$ cat config.mk
export PLATFORM = sky130hd
export DESIGN_NAME = rf_multiport_flat
export DESIGN_NICKNAME = d
export VERILOG_FILES = /design/src/rtl/rf_pkg.sv /design/src/rtl/rf_multiport_if.sv /design/src/rtl/rf_scoreboard.sv /design/src/rtl/rf_multiport.sv /design/src/flat_wrapper.sv
export SDC_FILE = /design/constraint.sdc
export NUM_CORES = 2
export LEC_CHECK = 0
export CAP_MARGIN = 20
export CORE_MARGIN = 2
export CORE_UTILIZATION = 43
export CTS_CLUSTER_DIAMETER = 60
export CTS_CLUSTER_SIZE = 24
export DETAILED_ROUTE_END_ITERATION = 7
export PLACE_DENSITY = 0.63
export SLEW_MARGIN = 20
export SYNTH_ARGS = -nofsm -noshare
export SYNTH_HDL_FRONTEND = slang
export SYNTH_SLANG_ARGS = --single-unit
export TNS_END_PERCENT = 100
$ cat constraint.sdc
create_clock -name CLK -period 4.13 [get_ports CLK]
set_input_delay 0.413 -clock CLK [delete_from_list [all_inputs] [get_ports CLK]]
set_output_delay 0.413 -clock CLK [all_outputs]
set_load 0.01 [all_outputs]
$ cat src/rtl/rf_pkg.sv
// ----------------------------------------------------------------------------
// rf_pkg
// Shared definitions for the multiport register file and its scoreboard.
//   RF_DW       default data width
//   RF_DEPTH    default number of architectural registers
//   rf_addr_t   register address type for the default 32-entry file
//   RF_ZERO_REG address of the hardwired-zero register
// ----------------------------------------------------------------------------
package rf_pkg;

    localparam int unsigned RF_DW    = 32;
    localparam int unsigned RF_DEPTH = 32;

    typedef logic [4:0] rf_addr_t;

    localparam rf_addr_t RF_ZERO_REG = 5'd0;

endpackage : rf_pkg

$ cat src/rtl/rf_multiport_if.sv
// ----------------------------------------------------------------------------
// rf_multiport_if
// Bundle of the register-file read, write, reservation and debug signals.
//   RFRA   read addresses, port k at [k*AW +: AW]
//   RFRD   read data,      port k at [k*DW +: DW]
//   RFRDY  per-port "no pending write" flags
//   RFWE/RFWA/RFWD  write port
//   RSVE/RSVA       reservation (pending-write) port
//   PEND   number of pending registers
//   DBGA/DBGD       debug read port
// Modports: master = decode/writeback side, slave = register file.
// ----------------------------------------------------------------------------
interface rf_multiport_if
    import rf_pkg::*;
#(
    parameter int unsigned DW  = RF_DW,
    parameter int unsigned AW  = $clog2(RF_DEPTH),
    parameter int unsigned NRD = 2
);

    logic [NRD*AW-1:0] RFRA;
    logic [NRD*DW-1:0] RFRD;
    logic [NRD-1:0]    RFRDY;
    logic              RFWE;
    logic [AW-1:0]     RFWA;
    logic [DW-1:0]     RFWD;
    logic              RSVE;
    logic [AW-1:0]     RSVA;
    logic [AW:0]       PEND;
    logic [AW-1:0]     DBGA;
    logic [DW-1:0]     DBGD;

    modport master (
        output RFRA, RFWE, RFWA, RFWD, RSVE, RSVA, DBGA,
        input  RFRD, RFRDY, PEND, DBGD
    );

    modport slave (
        input  RFRA, RFWE, RFWA, RFWD, RSVE, RSVA, DBGA,
        output RFRD, RFRDY, PEND, DBGD
    );

endinterface : rf_multiport_if

$ cat src/rtl/rf_scoreboard.sv
// ----------------------------------------------------------------------------
// rf_scoreboard
// Pending-write scoreboard: one busy bit per register (register 0 never busy),
// an incrementally maintained pending count, and per-read-port ready flags.
//   i_clk, i_rst_n      clock, asynchronous active-low reset
//   i_rsve, i_rsva      reserve: mark register as awaiting a producer
//   i_rfwe, i_rfwa      write: producer result retires, busy cleared
//   i_rfra              packed read addresses, port k at [k*AW +: AW]
//   o_rfrdy             bit k = read port k sees no pending write
//   o_pend              registered count of busy registers
// Optional feature macro: RF_WRITE_BYPASS_EN (ready asserted for a register
// being written in the current cycle unless it is re-reserved the same cycle).
// ----------------------------------------------------------------------------
module rf_scoreboard
    import rf_pkg::*;
#(
    parameter  int unsigned DEPTH = RF_DEPTH,
    parameter  int unsigned NRD   = 2,
    localparam int unsigned AW    = $clog2(DEPTH)
) (
    input  logic              i_clk,
    input  logic              i_rst_n,
    input  logic              i_rsve,
    input  logic [AW-1:0]     i_rsva,
    input  logic              i_rfwe,
    input  logic [AW-1:0]     i_rfwa,
    input  logic [NRD*AW-1:0] i_rfra,
    output logic [NRD-1:0]    o_rfrdy,
    output logic [AW:0]       o_pend
);

    logic [DEPTH-1:0] r_busy;
    logic [AW:0]      r_pend;

    logic [DEPTH-1:0] w_busy_nxt;
    logic [AW:0]      w_pend_nxt;
    logic             w_rsv_hit;
    logic             w_set;
    logic             w_clr;
    logic [NRD-1:0]   w_rdy;

    // Next busy vector and count; a same-cycle reserve overrides the clear.
    always_comb begin
        w_rsv_hit  = i_rsve && (i_rsva != AW'(RF_ZERO_REG));
        w_set      = w_rsv_hit && !r_busy[i_rsva];
        w_clr      = i_rfwe && r_busy[i_rfwa] && !(w_rsv_hit && (i_rsva == i_rfwa));

        w_busy_nxt = r_busy;
        if (i_rfwe) begin
            w_busy_nxt[i_rfwa] = 1'b0;
        end
        if (w_rsv_hit) begin
            w_busy_nxt[i_rsva] = 1'b1;
        end
        w_busy_nxt[0] = 1'b0;

        w_pend_nxt = r_pend;
        if (w_set && !w_clr) begin
            w_pend_nxt = r_pend + (AW+1)'(1);
        end else if (w_clr && !w_set) begin
            w_pend_nxt = r_pend - (AW+1)'(1);
        end
    end

    // Busy bits and pending count.
    always_ff @(posedge i_clk or negedge i_rst_n) begin
        if (!i_rst_n) begin
            r_busy <= '0;
            r_pend <= '0;
        end else begin
            r_busy <= w_busy_nxt;
            r_pend <= w_pend_nxt;
        end
    end

    // Per-port ready flags from the registered busy bits.
    always_comb begin : ready_gen
        logic [AW-1:0] v_ra;
        w_rdy = '0;
        v_ra  = '0;
        for (int k = 0; k < NRD; k++) begin
            v_ra     = i_rfra[k*AW +: AW];
            w_rdy[k] = ~r_busy[v_ra];
`ifdef RF_WRITE_BYPASS_EN
            // Forwarded value is ready now unless a new producer claims it.
            if (i_rfwe && (i_rfwa != AW'(RF_ZERO_REG)) && (v_ra == i_rfwa)) begin
                w_rdy[k] = !(i_rsve && (i_rsva == i_rfwa));
            end
`endif
        end
    end

    assign o_rfrdy = w_rdy;
    assign o_pend  = r_pend;

endmodule : rf_scoreboard

$ cat src/rtl/rf_multiport.sv
// ----------------------------------------------------------------------------
// rf_multiport
// Parametrised register file: NRD combinational read ports, one synchronous
// write port, hardwired-zero register 0, and a pending-write scoreboard used
// by the control unit for RAW hazard detection.
//   CLK   clock, rising edge
//   RST   asynchronous active-low reset (clears registers and scoreboard)
//   bus   rf_multiport_if.slave: read/write/reserve/debug signals
// Optional feature macro: RF_WRITE_BYPASS_EN. When defined, a read port whose
// address matches the current non-zero write address returns the write data
// in the same cycle; the debug port is never bypassed.
// ----------------------------------------------------------------------------
module rf_multiport
    import rf_pkg::*;
#(
    parameter  int unsigned DW    = RF_DW,
    parameter  int unsigned DEPTH = RF_DEPTH,
    parameter  int unsigned NRD   = 2,
    localparam int unsigned AW    = $clog2(DEPTH)
) (
    input  logic          CLK,
    input  logic          RST,
    rf_multiport_if.slave bus
);

    logic [DW-1:0]     r_mem [DEPTH];

    logic              w_wr_en;
    logic [NRD*DW-1:0] w_rfrd;
    logic [DW-1:0]     w_dbgd;
    logic [NRD-1:0]    w_rfrdy;
    logic [AW:0]       w_pend;

    assign w_wr_en = bus.RFWE && (bus.RFWA != AW'(RF_ZERO_REG));

    // Register storage; writes to register 0 are dropped so it stays zero.
    always_ff @(posedge CLK or negedge RST) begin
        if (!RST) begin
            for (int i = 0; i < int'(DEPTH); i++) begin
                r_mem[i] <= '0;
            end
        end else if (w_wr_en) begin
            r_mem[bus.RFWA] <= bus.RFWD;
        end
    end

    // Combinational read ports.
    always_comb begin : read_gen
        logic [AW-1:0] v_ra;
        w_rfrd = '0;
        v_ra   = '0;
        for (int k = 0; k < NRD; k++) begin
            v_ra = bus.RFRA[k*AW +: AW];
            if (v_ra == AW'(RF_ZERO_REG)) begin
                w_rfrd[k*DW +: DW] = '0;
`ifdef RF_WRITE_BYPASS_EN
            end else if (w_wr_en && (v_ra == bus.RFWA)) begin
                w_rfrd[k*DW +: DW] = bus.RFWD;
`endif
            end else begin
                w_rfrd[k*DW +: DW] = r_mem[v_ra];
            end
        end
    end

    // Debug port always shows stored state.
    always_comb begin
        w_dbgd = '0;
        if (bus.DBGA != AW'(RF_ZERO_REG)) begin
            w_dbgd = r_mem[bus.DBGA];
        end
    end

    rf_scoreboard #(
        .DEPTH (DEPTH),
        .NRD   (NRD)
    ) u_scoreboard (
        .i_clk   (CLK),
        .i_rst_n (RST),
        .i_rsve  (bus.RSVE),
        .i_rsva  (bus.RSVA),
        .i_rfwe  (bus.RFWE),
        .i_rfwa  (bus.RFWA),
        .i_rfra  (bus.RFRA),
        .o_rfrdy (w_rfrdy),
        .o_pend  (w_pend)
    );

    assign bus.RFRD  = w_rfrd;
    assign bus.DBGD  = w_dbgd;
    assign bus.RFRDY = w_rfrdy;
    assign bus.PEND  = w_pend;

endmodule : rf_multiport

$ cat src/flat_wrapper.sv
// flat-port wrapper written by rule: the top's interface ports become plain ports
module rf_multiport_flat import rf_pkg::*;
#(
    parameter  int unsigned DW    = RF_DW,
    parameter  int unsigned DEPTH = RF_DEPTH,
    parameter  int unsigned NRD   = 2,
    localparam int unsigned AW    = $clog2(DEPTH)
)
  (CLK, RST, bus_RFRA, bus_RFWE, bus_RFWA, bus_RFWD, bus_RSVE, bus_RSVA, bus_DBGA, bus_RFRD, bus_RFRDY, bus_PEND, bus_DBGD);
  rf_multiport_if #(.DW(DW), .AW((5)), .NRD(NRD)) bus_i ();
  input  logic CLK;
  input  logic RST;
  input wire logic [$bits(bus_i.RFRA)-1:0] bus_RFRA;
  input wire logic [$bits(bus_i.RFWE)-1:0] bus_RFWE;
  input wire logic [$bits(bus_i.RFWA)-1:0] bus_RFWA;
  input wire logic [$bits(bus_i.RFWD)-1:0] bus_RFWD;
  input wire logic [$bits(bus_i.RSVE)-1:0] bus_RSVE;
  input wire logic [$bits(bus_i.RSVA)-1:0] bus_RSVA;
  input wire logic [$bits(bus_i.DBGA)-1:0] bus_DBGA;
  output wire logic [$bits(bus_i.RFRD)-1:0] bus_RFRD;
  output wire logic [$bits(bus_i.RFRDY)-1:0] bus_RFRDY;
  output wire logic [$bits(bus_i.PEND)-1:0] bus_PEND;
  output wire logic [$bits(bus_i.DBGD)-1:0] bus_DBGD;
  assign bus_i.RFRA = bus_RFRA;
  assign bus_i.RFWE = bus_RFWE;
  assign bus_i.RFWA = bus_RFWA;
  assign bus_i.RFWD = bus_RFWD;
  assign bus_i.RSVE = bus_RSVE;
  assign bus_i.RSVA = bus_RSVA;
  assign bus_i.DBGA = bus_DBGA;
  assign bus_RFRD = bus_i.RFRD;
  assign bus_RFRDY = bus_i.RFRDY;
  assign bus_PEND = bus_i.PEND;
  assign bus_DBGD = bus_i.DBGD;
  rf_multiport #(.DW(DW), .DEPTH(DEPTH), .NRD(NRD)) u_core (.CLK(CLK), .RST(RST), .bus(bus_i));
endmodule
## Yosys cells after proc, flatten, opt, wreduce, memory -nomap -nowiden

Cells that the tools add are included.

- Register bits after elaboration: 1061
- Latch bits: 0
- Memory bits (writable): 0
- Memory bits (read-only): 0
- Input bits: 61
- Output and inout port bits: 104
- Memories: 0

- Add/subtract/negate cells: 2
- Multipliers: 0
- Div/mod/pow operators: 0
- Magnitude comparators: 11
- Equal/unequal tests: 1
- Shift operators: 0
- Mux-type cells: 31
- Bitwise logic cells: 9
- Reductions and logical operators: 21

Operators with widths:

| operator | number |
|---|---|
| bitwise mux 1024 bit | 1 |
| binary-select mux 32 bit (select 5 bit) | 3 |
| 2-to-1 mux 32 bit | 12 |
| demux 32 bit (select 5 bit) | 1 |
| bitwise AND 32 bit | 1 |
| inverter 32 bit | 1 |
| OR 32 bit | 1 |
| greater-or-equal comparator 6 bit, second input constant | 4 |
| < comparator 5 x 6 -> 1 bit, second input constant | 4 |
| inverter 5 -> 6 bit | 4 |
| binary-select mux 1 bit (select 5 bit) | 4 |
| nonzero test 5 bit | 3 |
| 2-to-1 mux 6 bit | 2 |
| logical AND 1 bit | 11 |
| demux 1 bit (select 5 bit) | 2 |
| greater-or-equal comparator 5 x 1 -> 1 bit, second input constant | 2 |
| zero test 5 bit | 2 |
| adder 6 x 1 -> 6 bit, second input constant | 1 |
| < comparator 6 x 1 -> 1 bit, second input constant | 1 |
| 2-to-1 mux 1 bit | 6 |
| subtractor 6 x 1 -> 6 bit, second input constant | 1 |
| equality test 5 bit | 1 |
| zero test 1 bit | 4 |
| inverter 1 bit | 2 |
| nonzero test 2 bit | 1 |

## Depth between registers and ports, before layout

- Depth after elaboration: 9
- Gate-level depth with buffers: 15
- Gate-level depth less buffers: 13

## Modules after synthesis

Synthesis repeated with hierarchy kept, for this count alone.

- Cells, all modules: 4552
- Area total of the unflattened synthesis: 65957.0 sq um

By module, submodules not included:

| module | times used | cells an instance | area each (sq um) | sequential area each (sq um) |
|---|---|---|---|---|
| rf_multiport | 1 | 4285 | 63196.9 | 25624.6 |
| rf_scoreboard | 1 | 267 | 2760.1 | 925.9 |

## Worst setup path after synthesis

OpenSTA, ideal clock, no wires.

- Path kind: input -> register
- Start: input port bus_RFWA[1]
- End: register u_core.u_scoreboard.r_pend[5] (netlist: u_core.u_scoreboard.o_pend[5])
- Setup time: 0.143 ns
- Arrival: 3.189 ns
- Data required time: 3.987 ns
- Path slack: 0.799 ns
- Stages on the path: 14
- Cell sequence: buf_2 > mux2_2 > a22o_1 > a2111oi_0 > a31oi_1 > o211ai_1 > ha_1 > inv_1 > ha_1 > nand2_1 > o21ai_0 > mux2i_1 > o311ai_0 > xor2_1

- Longest elaborated chain between the ends: 7
- Elaborated cells between the ends (all ways): 12

Ends and longest elaborated chain:

| item | RTL line | text |
|---|---|---|
| start, declared | flat_wrapper.sv:15 | `input wire logic [$bits(bus_i.RFWA)-1:0] bus_RFWA;` |
| binary-select mux 1 bit (select 5 bit) or equality test 5 bit (tied branches) | rf_scoreboard.sv:46 | `w_clr = i_rfwe && r_busy[i_rfwa] && !(w_rsv_hit && (i_rsva == i_rfwa));` |
| 2-to-1 mux 1 bit (implied by the code) or logical AND 1 bit (tied branches) | rf_scoreboard.sv:46 |  |
| logical AND 1 bit or zero test 1 bit (tied branches) | rf_scoreboard.sv:46 |  |
| logical AND 1 bit * | rf_scoreboard.sv:46 |  |
| zero test 1 bit | rf_scoreboard.sv:58 | `if (w_set && !w_clr) begin` |
| logical AND 1 bit | rf_scoreboard.sv:58 |  |
| 2-to-1 mux 6 bit or nonzero test 2 bit (tied branches) | n/a |  |
| end signal, assigned | rf_scoreboard.sv:72 | `r_pend <= w_pend_nxt;` |
| end, declared | rf_scoreboard.sv:33 | `logic [AW:0] r_pend;` |

Every way passes the cells marked *; elsewhere a longest branch is shown, timed or not. The select of a mux whose other input is x is not followed.
A chain may end at the register's enable or synchronous reset.

## Worst setup path in the final report

- Start: input port bus_RFRA[8]
- End: output port bus_RFRD[61]

- Longest elaborated chain between the ends: 5
- Elaborated cells between the ends (all ways): 6

Ends and longest elaborated chain:

| item | RTL line | text |
|---|---|---|
| start, declared | flat_wrapper.sv:13 | `input wire logic [$bits(bus_i.RFRA)-1:0] bus_RFRA;` |
| inverter 5 -> 6 bit (implied by the code) | rf_multiport.sv:61 | `w_rfrd[k*DW +: DW] = r_mem[v_ra];` |
| binary-select mux 32 bit (select 5 bit) | rf_multiport.sv:61 |  |
| 2-to-1 mux 32 bit (implied by the code) (2 in a row) | rf_multiport.sv:61 |  |
| 2-to-1 mux 32 bit * | rf_multiport.sv:54 | `if (v_ra == AW'(RF_ZERO_REG)) begin` |
| end, declared | flat_wrapper.sv:20 | `output wire logic [$bits(bus_i.RFRD)-1:0] bus_RFRD;` |

Marked as above.

==> qor.txt <==
Slew HR -> 22.13%
number of max-cap violations -> 0
most common cell after layout, fill and taps aside -> dfrtp_1
Layout area overhead -> 13.94%
post-CTS resize count -> 0
Post-synth EDFFs -> 0
Syn. warnings -> 0
vias -> 43640
Port Buffers -> 164
Placer Congestion -> 0.9002
post-synthesis async set-or-reset flop share -> 100.0%
post-synthesis cell area -> 0.06430 mm^2
Max Clock Freq -> 258.6 MHz
Leak -> 30.52 nW
first-pass GRT wire length -> 323.9 mm
register bit total from synthesis -> 1061
Synthesized Nets -> 4265
dominant synthesized flop cell -> dfrtp_1
Fin Hold WS -> 0.3068 ns
maximum clock path buffer count -> 3
DP HPWL -> 131.6 mm
Fin. Hold Viols -> 0
commonest cells after routing, fill and taps aside -> dfrtp_1, mux2_2, mux4_2, buf_4, mux2i_1
outcome -> completed
pin count of the biggest net entering global routing -> 112
Routed wire per std cell -> 35.73 um
clk_skew -> 0.01005 ns
CTS sink cnt -> 1061
Slew Viols, Final -> 0
post-synthesis sequential area ratio -> 41.29%
final cell count without fillers -> 6239
final worst-path cycle share -> 93.63%
maximum vdd drop -> 0.3717 mV
worst min path class -> primary input to flop
multi-input logic area -> 0.03564 mm^2
DP Area -> 0.06914 mm^2
starting density of the core -> 43.44%
CTS buffer count -> 116
WP data required -> 3.72 ns
crit path kind -> primary input to output pin
post-route ant nets -> 0
Chip Height -> 390.7 um
DRC -> 0
Netlist cell types -> 55
GRT Overall Usage -> 29.34%
initial antenna violation count -> 4
cts-stage hold buffer count -> 1
design area -> 0.07326 mm^2
Via-to-Cell Ratio -> 6.995
clock latency on the worst-skew pair -> 0.74 ns
CP max FO -> 6
drt first pass iters -> 6
Die ar. -> 0.1526 mm^2
global route total overflow -> 0
Post-Route WL -> 222.9 mm
Rows -> 141
CP arrival -> 3.45 ns
Top Ports -> 165
CTS tree -> yes
number of global-route vias before repair -> 44440
placed insts -> 6020
Final setup viols -> 0
H-tree depth -> 3
Root Buffer -> clkbuf_16
minimum clock period -> 3.867 ns
Total Nets Final -> 4276
setup bufs post-CTS -> 0
clock slew at reported path FFs -> 0.08 ns
worst-margin pin slew -> 1.164 ns
Setup TNS Final -> 0 ns
Die X-Extent -> 390.7 um
DRT iter0 DRCs -> 4935
core box area -> 0.1480 mm^2
Layout fillers -> 12390
Worst setup EP type -> output pin
Synth Area per Inst -> 15.32 um^2
RSZ-0062 raised after global routing -> no
startpoint types -> primary input
share of cells above drive strength 1 -> 52.88%
Pwr Density -> 468.5 mW/mm^2
register area -> 0.02655 mm^2
Mapped Cells -> 4198
per-stage QoR:
step / setup slack (ns) / util (%) / power (mW)
2_1_floorplan: 0.7985 / - / 20.10
3_3_place_gp: 0.2055 / 46.71 / 22.85
3_5_place_dp: 0.1069 / 46.71 / 23.11
4_1_cts: 0.2695 / 49.53 / 34.38
5_1_grt: 0.2319 / 49.49 / 35.69
6_report: 0.2631 / 49.50 / 34.33
critical path, stage by stage:
cell,delay [ns]
clkdlybuf4s50_1,0.76
nor2b_4,0.30
nand2b_1,0.28
buf_4,0.27
o22ai_1,0.16
a211o_1,0.33
a31oi_1,0.20
buf_4,0.19
clkdlybuf4s50_1,0.54
power breakdown:
group | leakage [nW] | switching, mW | internal, mW
clock | 1.99 | 4.90 | 6.38
combinational | 14.9 | 3.41 | 5.26
sequential | 13.6 | 1.99 | 12.4
total | 30.5 | 10.3 | 24.0
registers in the layout (all words and copies together), names as in the netlist:
signal	cells
u_core.r_mem	1024
u_core.u_scoreboard.r_busy	31
u_core.u_scoreboard.o_pend	6
kinds of logic (layout without fill, tap and decap cells):
family / count (synthesis) / after routing / synth area share, %
AND/OR/NAND/NOR: 144 / 144 / 1.150
multiplexers: 1957 / 1957 / 48.06
flip-flops: 1061 / 1061 / 41.29
AO/OA/AOI/OAI: 497 / 497 / 5.495
buffers and inverters: 524 / 634 / 3.748
other: 0 / 1 / 0
XOR/XNOR: 9 / 9 / 0.1226
adder cells (fa/ha/maj): 6 / 6 / 0.1284
cells in the mapped netlist (all sizes together), types with 3 or more instances:
library cell,count,area (um^2)
or2,6,37.54
and3,3,18.77
a211oi,24,180.2
mux2,1002,11280
o21ai,43,215.2
nor2b,11,68.82
a21oi,3,15.01
a31oi,67,419.2
mux4,804,18110
nor3b,6,60.06
a211o,64,560.5
mux2i,151,1511
xor2,5,43.79
nand2b,6,37.54
nor4,3,25.02
nor2,39,146.4
nand3b,5,37.54
a22oi,138,1036
a22o,12,105.1
nor3,4,20.02
xnor2,4,35.03
inv,4,15.01
clkbuf,248,930.9
ha,5,62.56
o221a,8,90.09
nand3,7,35.03
buf,272,1464
a21o,25,187.7
nand2,44,165.2
dfrtp,1061,26550
o22ai,105,656.9
worst paths after layout:
| check | start | end | slack, ns | cells past startpoint |
|---|---|---|---|---|
| setup reg to reg | u_core.u_scoreboard.r_busy[8] | u_core.u_scoreboard.o_pend[5] | 0.69 | 13 |
| max in group asynchronous | RST | u_core.r_mem[277] | 2.57 | 3 |
| min in group asynchronous | RST | u_core.r_mem[258] | 0.35 | 2 |
| hold reg to reg | u_core.r_mem[1008] | u_core.r_mem[1008] | 0.42 | 0 |
| hold / removal | bus_RFWD[10] | u_core.r_mem[426] | 0.31 | 2 |
| setup / recovery | bus_RFRA[8] | bus_RFRD[61] | 0.26 | 9 |
metal layers:
metal	GRT usage (%)	vias up	wire length (um)
met5	0	-	7
met4	12.08	2	10790
met3	6.952	555	20960
met2	46.36	2387	105100
met1	39.03	23660	86030
li1	-	17030	-
final cells by class:
cell class                      count  area share [%]
Sequential cell                  1061           36.24
Clock buffer                      136           4.273
Clock inverter                     81           1.402
Tap cell                         1930           3.296
Multi-Input combinational cell   2613           48.65
Antenna cell                        1        0.003416
Timing Repair Buffer              413           6.116
Inverter                            4         0.02049
No activity file was read; power rests on OpenSTA's default activity.
